File: config.mk
export PLATFORM = sky130hd
export DESIGN_NAME = neuron_mac
export DESIGN_NICKNAME = d
export VERILOG_FILES = /design/src/rtl/nn_pkg.sv /design/src/rtl/fxp_requant.sv /design/src/rtl/neuron_mac.sv
export SDC_FILE = /design/constraint.sdc
export NUM_CORES = 1
export LEC_CHECK = 0
export CAP_MARGIN = 20
export CORE_ASPECT_RATIO = 0.75
export CORE_UTILIZATION = 60
export CTS_BUF_LIST = sky130_fd_sc_hd__clkbuf_2 sky130_fd_sc_hd__clkbuf_4 sky130_fd_sc_hd__clkbuf_8
export CTS_CLUSTER_SIZE = 40
export DETAILED_ROUTE_END_ITERATION = 16
export GPL_ROUTABILITY_DRIVEN = 0
export HOLD_SLACK_MARGIN = 0.15
export PLACE_DENSITY = 0.85
export SETUP_SLACK_MARGIN = 0.5
export SYNTH_ARGS = -nofsm -noshare
export SYNTH_HDL_FRONTEND = slang
export SYNTH_SLANG_ARGS = --single-unit
File: constraint.sdc
create_clock -name clk -period 8.03 [get_ports clk]
set_input_delay 2.409 -clock clk [delete_from_list [all_inputs] [get_ports clk]]
set_output_delay 2.409 -clock clk [all_outputs]
set_load 0.02 [all_outputs]
File: src/rtl/nn_pkg.sv
// Shared defaults, FSM encoding and saturation helpers for the neural-network datapath blocks.
package nn_pkg;

    localparam int unsigned DefN    = 8;
    localparam int unsigned DefFrac = 4;
    localparam int unsigned DefAccW = 24;

    typedef enum logic [1:0] {
        StAcc   = 2'd0,
        StFlush = 2'd1,
        StDone  = 2'd2
    } state_e;

    function automatic int sat_max(input int unsigned n);
        return (1 << (n - 1)) - 1;
    endfunction

    function automatic int sat_min(input int unsigned n);
        return -(1 << (n - 1));
    endfunction

    localparam int SatMax = sat_max(DefN);
    localparam int SatMin = sat_min(DefN);

endpackage

File: src/rtl/fxp_requant.sv
// Requantises a wide signed accumulator to N bits: optional round-half-up, arithmetic shift, clip.
// Rounding is enabled by defining NEURON_MAC_ROUND_EN; otherwise the shift truncates.
module fxp_requant
    import nn_pkg::*;
#(
    parameter int unsigned ACC_W = DefAccW,
    parameter int unsigned N     = DefN,
    parameter int unsigned FRAC  = DefFrac
) (
    input  logic signed [ACC_W-1:0] acc,
    output logic signed [N-1:0]     res,
    output logic                    sat
);

    localparam logic signed [ACC_W-1:0] MaxV = ACC_W'(sat_max(N));
    localparam logic signed [ACC_W-1:0] MinV = ACC_W'(sat_min(N));

    logic signed [ACC_W-1:0] acc_rnd;
    logic signed [ACC_W-1:0] shifted;

`ifdef NEURON_MAC_ROUND_EN
    if (FRAC > 0) begin : g_round
        localparam logic signed [ACC_W-1:0] Half = ACC_W'(1) <<< (FRAC - 1);
        assign acc_rnd = acc + Half;
    end else begin : g_no_round
        assign acc_rnd = acc;
    end
`else
    assign acc_rnd = acc;
`endif

    assign shifted = acc_rnd >>> FRAC;

    always_comb begin
        res = N'(shifted);
        sat = 1'b0;
        if (shifted > MaxV) begin
            res = N'(MaxV);
            sat = 1'b1;
        end else if (shifted < MinV) begin
            res = N'(MinV);
            sat = 1'b1;
        end
    end

endmodule

File: src/rtl/neuron_mac.sv
// Streaming signed fixed-point MAC neuron: registered product, accumulate with bias, requantise.
// Build option NEURON_MAC_ROUND_EN selects round-half-up requantisation (see fxp_requant).
module neuron_mac
    import nn_pkg::*;
#(
    parameter int unsigned N     = DefN,
    parameter int unsigned FRAC  = DefFrac,
    parameter int unsigned ACC_W = DefAccW
) (
    input  logic                clk,
    input  logic                rst_n,
    input  logic                in_valid,
    output logic                in_ready,
    input  logic signed [N-1:0] in_x,
    input  logic signed [N-1:0] in_w,
    input  logic                in_last,
    input  logic signed [N-1:0] bias,
    output logic                out_valid,
    input  logic                out_ready,
    output logic signed [N-1:0] out,
    output logic                out_sat
);

    state_e state_q;

    logic                    in_ready_q;
    logic                    out_valid_q;
    logic signed [N-1:0]     out_q;
    logic                    out_sat_q;
    logic                    first_q;

    logic signed [2*N-1:0]   p_q;
    logic                    p_vld_q;
    logic                    p_last_q;
    logic                    p_first_q;
    logic signed [N-1:0]     p_bias_q;

    logic signed [ACC_W-1:0] acc_q;
    logic signed [ACC_W-1:0] acc_d;

    logic signed [2*N-1:0]   prod;
    logic signed [N-1:0]     rq_res;
    logic                    rq_sat;
    logic                    beat;

    assign beat = in_valid && in_ready_q;
    assign prod = in_x * in_w;

    always_comb begin
        acc_d = acc_q;
        if (p_vld_q) begin
            if (p_first_q) begin
                acc_d = (ACC_W'(p_bias_q) <<< FRAC) + ACC_W'(p_q);
            end else begin
                acc_d = acc_q + ACC_W'(p_q);
            end
        end
    end

    // Requantiser sees the folded value so out is loaded on the same edge as the last fold.
    fxp_requant #(
        .ACC_W (ACC_W),
        .N     (N),
        .FRAC  (FRAC)
    ) u_requant (
        .acc (acc_d),
        .res (rq_res),
        .sat (rq_sat)
    );

    always_ff @(posedge clk) begin
        if (!rst_n) begin
            state_q     <= StAcc;
            in_ready_q  <= 1'b0;
            out_valid_q <= 1'b0;
            out_q       <= '0;
            out_sat_q   <= 1'b0;
            first_q     <= 1'b1;
            p_q         <= '0;
            p_vld_q     <= 1'b0;
            p_last_q    <= 1'b0;
            p_first_q   <= 1'b0;
            p_bias_q    <= '0;
            acc_q       <= '0;
        end else begin
            p_vld_q <= beat;
            if (beat) begin
                p_q       <= prod;
                p_last_q  <= in_last;
                p_first_q <= first_q;
                p_bias_q  <= bias;
                first_q   <= in_last;
            end
            acc_q <= acc_d;

            case (state_q)
                StAcc: begin
                    if (beat && in_last) begin
                        state_q    <= StFlush;
                        in_ready_q <= 1'b0;
                    end else begin
                        in_ready_q <= 1'b1;
                    end
                end
                StFlush: begin
                    if (p_vld_q && p_last_q) begin
                        state_q     <= StDone;
                        out_q       <= rq_res;
                        out_sat_q   <= rq_sat;
                        out_valid_q <= 1'b1;
                    end
                end
                StDone: begin
                    if (out_ready) begin
                        state_q     <= StAcc;
                        out_valid_q <= 1'b0;
                        in_ready_q  <= 1'b1;
                    end
                end
                default: begin
                    state_q <= StAcc;
                end
            endcase
        end
    end

    assign in_ready  = in_ready_q;
    assign out_valid = out_valid_q;
    assign out       = out_q;
    assign out_sat   = out_sat_q;

endmodule

# Word level (Yosys, flattened, before mapping)
# Index checks and enable logic that the tools add are counted.
# classes
add_sub_neg	2
n_mul	1
n_lt_le_gt_ge	2
mux	16
reduce_logical	10
div_mod_pow	0
shifts	0
n_eq_ne	5
bitwise_logic	0
# op_table
op	count
$mux W24	2
$add A24 B16 Y24	1
$gt A20 B8 Y1 const B	1
$lt A20 B8 Y1 const B	1
$add A12 B16 Y17	1
$mul A8 B8 Y16	1
$mux W8	2
$mux W1	6
$mux W2	3
$ne A2 B2 Y1 const B	3
$pmux W2 S3	1
$reduce_and A3 Y1	2
$pmux W1 S2	2
$reduce_and A2 Y1	2
$reduce_bool A2 Y1	2
$logic_and A1 B1 Y1	3
$eq A2 B1 Y1 const B	1
$eq A2 B2 Y1 const B	1
$logic_not A2 Y1	1
# word_totals
latch_bits	0
wordCells	49
n_memories	0
out_inout_bits	11
ram_bits	0
register_bits	65
in_bits	29
rom_bits	0

# Logic depth before layout (Yosys ltp)
# logic_depth
word_depth	6
depth_mapped	20

# Hierarchy
# From an unflattened synthesis, not the netlist that was laid out.
# unflattened
cells_unflattened	868
hier_area_um2	6944.2
# by_module_without_submodules
module	cells_per_inst	seq_area_each_um2	area_per_inst_um2	instances
neuron_mac	851	1301.2	6810.3	1
fxp_requant	17	0.0	133.9	1

# Worst setup path after synthesis
# Ideal clock, no wire load.
# synth_path
path_type	in2reg
from	in in_x[0]
to	reg p_q[15]
t_arrival_ps	6342
cell_stages	18
path_slack_ps	1555
t_required_ps	7897
cell_sequence	nand2b_1 fa_1 fa_1 inv_1 fa_1 inv_1 fa_1 inv_1 ha_1 inv_1 o21ai_0 a21oi_1 nand2b_1 a21oi_1 o31a_1 o41ai_1 xnor2_1 a21oi_1
# synth_via
elab_chain_len	1
# synth_rtl
element	line	text
from (decl)	neuron_mac.sv:14	input logic signed [N-1:0] in_x,
$mul A8 B8 Y16	neuron_mac.sv:47	assign prod = in_x * in_w;
to (signal assigned)	neuron_mac.sv:88	p_q <= prod;
to (decl)	neuron_mac.sv:32	logic signed [2*N-1:0] p_q;
# Every way passes these cells.
# A chain may end at the register's enable or synchronous reset.

# Worst setup path after layout
# layout_path
from	in in_x[0]
to	reg p_q[14]
# The elaborated chain is that of the path after synthesis.

==> flow_metrics.env <==
export IMPL_ys_seq_elements=65
export IMPL_syn2layout_area_growth_pct=9.80
export IMPL_ios=40
export IMPL_drtAntennaViolNets=0
export IMPL_syn_area_per_cell_um2=8.16
export IMPL_rows=33
export IMPL_clockRootBuffer="clkbuf_8"
export IMPL_synth_area_leader_cell="dfxtp_1"
export IMPL_final_cells=1019
export IMPL_cts_made_buffers=9
export IMPL_synth_xor_area_share_pct=4.06
export IMPL_via_per_inst=5.99
export IMPL_fp_dieH_um=94.9
export IMPL_grt_pass1_vias=5763
export IMPL_post_cts_resized=0
export IMPL_fin_crit_ps=7140
export IMPL_synth_area_top_cells="dfxtp_1 19%, fa_1 17%, ha_1 12%"
export IMPL_synth_seq_area_share_pct=18.8
export IMPL_yosysMostFrequentCell="inv_1"
export IMPL_clk_pin_slew_ps=70
export IMPL_first_pass_iters=6
export IMPL_setup_viol=0
export IMPL_diodes=0
export IMPL_wl_um=16500
export IMPL_netlist_instances=846
export IMPL_slew_viol_final=0
export IMPL_cts_hold_buf=0
export IMPL_ys_flop_type="dfxtp_1"
export IMPL_overflow=0
export IMPL_drive_gt1_share_pct=4.10
export IMPL_crit_path_end_kind="register"
export IMPL_dp_cells=1003
export IMPL_track_usage_pct=29.5
export IMPL_synthArstFlopShare_pct=0
export IMPL_ys_types=72
export IMPL_synth_fa_ha_area_share_pct=28.1
export IMPL_drt_iter0_drc=412
export IMPL_io_buffers=39
export IMPL_cts_sinks=65
export IMPL_synth_edf_count=0
export IMPL_synth_compound_area_share_pct=20.4
export IMPL_cts_max_level=3
export IMPL_max_freq_mhz=140
export IMPL_crit_type="in2reg"
export IMPL_cp_max_fo=8
export IMPL_yosysWarnings=0
export IMPL_finClkSkew_ps=14.9
export IMPL_ir_drop_uv=261
export IMPL_synthesis_nets=996
export IMPL_crit_arrival_ps=7380
export IMPL_power_density_mw_per_mm2=207
export IMPL_tns_ps=0
export IMPL_status="finished, final reports clean"
export IMPL_min_period_over_period_pct=88.9
export IMPL_antenna_found_initial=0
export IMPL_via_count=6107
export IMPL_nets=1024
export IMPL_synth_common_cells="103 x inv_1, 88 x nand2_1, 80 x a21oi_1"
export IMPL_synthSimpleGateAreaFrac_pct=20.3
export IMPL_yosys_area_top_type_share_pct=18.8
export IMPL_post_dp_hpwl_um=12700
export IMPL_synth_top_family_by_area="adder cells"
export IMPL_p_leak_nw=3.39
export IMPL_netlist_area_mm2=0.00690
export IMPL_tightest_slew_ps=986
export IMPL_wire_per_inst_um=16.2
export IMPL_core_mm2=0.0111
export IMPL_hold_viol_final=0
export IMPL_clock_latency_ps=360
export IMPL_startpoint_type="primary input"
export IMPL_grt_pass1_wl_um=27900
export IMPL_grt_setup_unrepaired="no"
export IMPL_die_w_um=126
export IMPL_dieArea_mm2=0.0119
export IMPL_grt_max_degree=46
export IMPL_hold_path_class="reg2reg"
export IMPL_drcViolationCount=0
export IMPL_slew_headroom_pct=34.2
export IMPL_crit_required_ps=8270
export IMPL_clockBufferDepth=2
export IMPL_post_cts_setup_buffers=0
export IMPL_initial_core_util_pct=62.4
export IMPL_muxShareOfSynthArea_pct=1.30
export IMPL_drv_cap=0
export IMPL_cts_tree="built"
==> placed cells by master (no fill, tap or decap), types with 9 or more instances in the layout <==
cell type        count
nand2_1             88
mux2i_1              9
fa_1                57
a21o_1              15
o211ai_1             9
nor3_1              11
dfxtp_1             65
nor2_1              55
ha_1                64
and2_1              54
xnor2_1             25
clkbuf_8            11
clkdlybuf4s50_1     39
a211oi_1            14
a21oi_1             80
inv_1              103
o21ai_0             42
nand3_1             16
==> area by class of cell <==
class	instances	area, um^2
clock inverter	2	12.5
multi-input combinational	653	5120
sequential	65	1300
timing repair buffer	41	405
inverter	104	390
clock buffer	14	174
tap	140	175
fill	920	3480
==> power by group <==
group / switching, W / internal (W) / total [W]
sequential: 0.0000381 / 0.000354 / 0.000392
combinational: 0.000520 / 0.000392 / 0.000912
clock: 0.000129 / 0.000139 / 0.000268
total: 0.000687 / 0.000885 / 0.00157
==> cell families after synthesis <==
logic type                 count (synthesis)
and+or+nand+nor                          276
AOI/OAI and AO/OA                        215
buffers and inverters                    128
adders and majority gates                121
DFF                                       65
xor gates and xnor gates                  32
muxes                                      9
==> worst paths after layout <==
kind            from        end  slack, ps  cells past startpoint
max          in_x[0]    p_q[14]        890                     19
max reg2reg   p_q[0]     out[5]       3940                     12
min reg2reg  first_q  p_first_q        460                      2
min          first_q  p_first_q        460                      2
==> state kept, by name, indices dropped and copies added, names as in the netlist <==
register,flops
p_vld_q,1
p_q,16
p_first_q,1
out_valid,1
acc_q,24
p_bias_q,8
in_ready,1
out,8
first_q,1
out_sat,1
state_q,2
p_last_q,1
==> worst max-delay path, stage by stage <==
cell and delay [ps]:
clkdlybuf4s50_1 560, nand2b_1 240, fa_1 520, fa_1 560
inv_1 60, fa_1 520, inv_1 50, fa_1 520
inv_1 40, ha_1 330, o21ai_0 140, a21oi_1 130
o21ai_0 240, a21oi_1 120, o21ai_0 220, a21oi_1 130
o21ai_0 220, nor4_1 70, a211o_1 290
==> metal layers <==
metal	global-route usage, %	up-vias	wire [um]
met5	0	-	0
li1	-	2951	-
met4	7.33	0	282
met3	6.74	35	1390
met1	42.5	2871	7950
met2	44.7	250	6900
==> metrics by stage <==
| stage | area, um^2 | hold WS [ps] | setup WS, ps | power [W] | utilization, % |
|---|---|---|---|---|---|
| after CTS | 7580 | 460 | 956 | 0.00157 | 68.5 |
| after floorplan | 6900 | 432 | 1560 | 0.00110 | - |
| after detailed placement | 7390 | 449 | 591 | 0.00129 | 66.8 |
| after global placement | 7390 | 448 | 776 | 0.00126 | 66.8 |
| final | 7580 | 456 | 890 | 0.00157 | 68.5 |
| after global routing | 7580 | 471 | 695 | 0.00171 | 68.5 |
No activity file was read; power rests on OpenSTA's default activity.
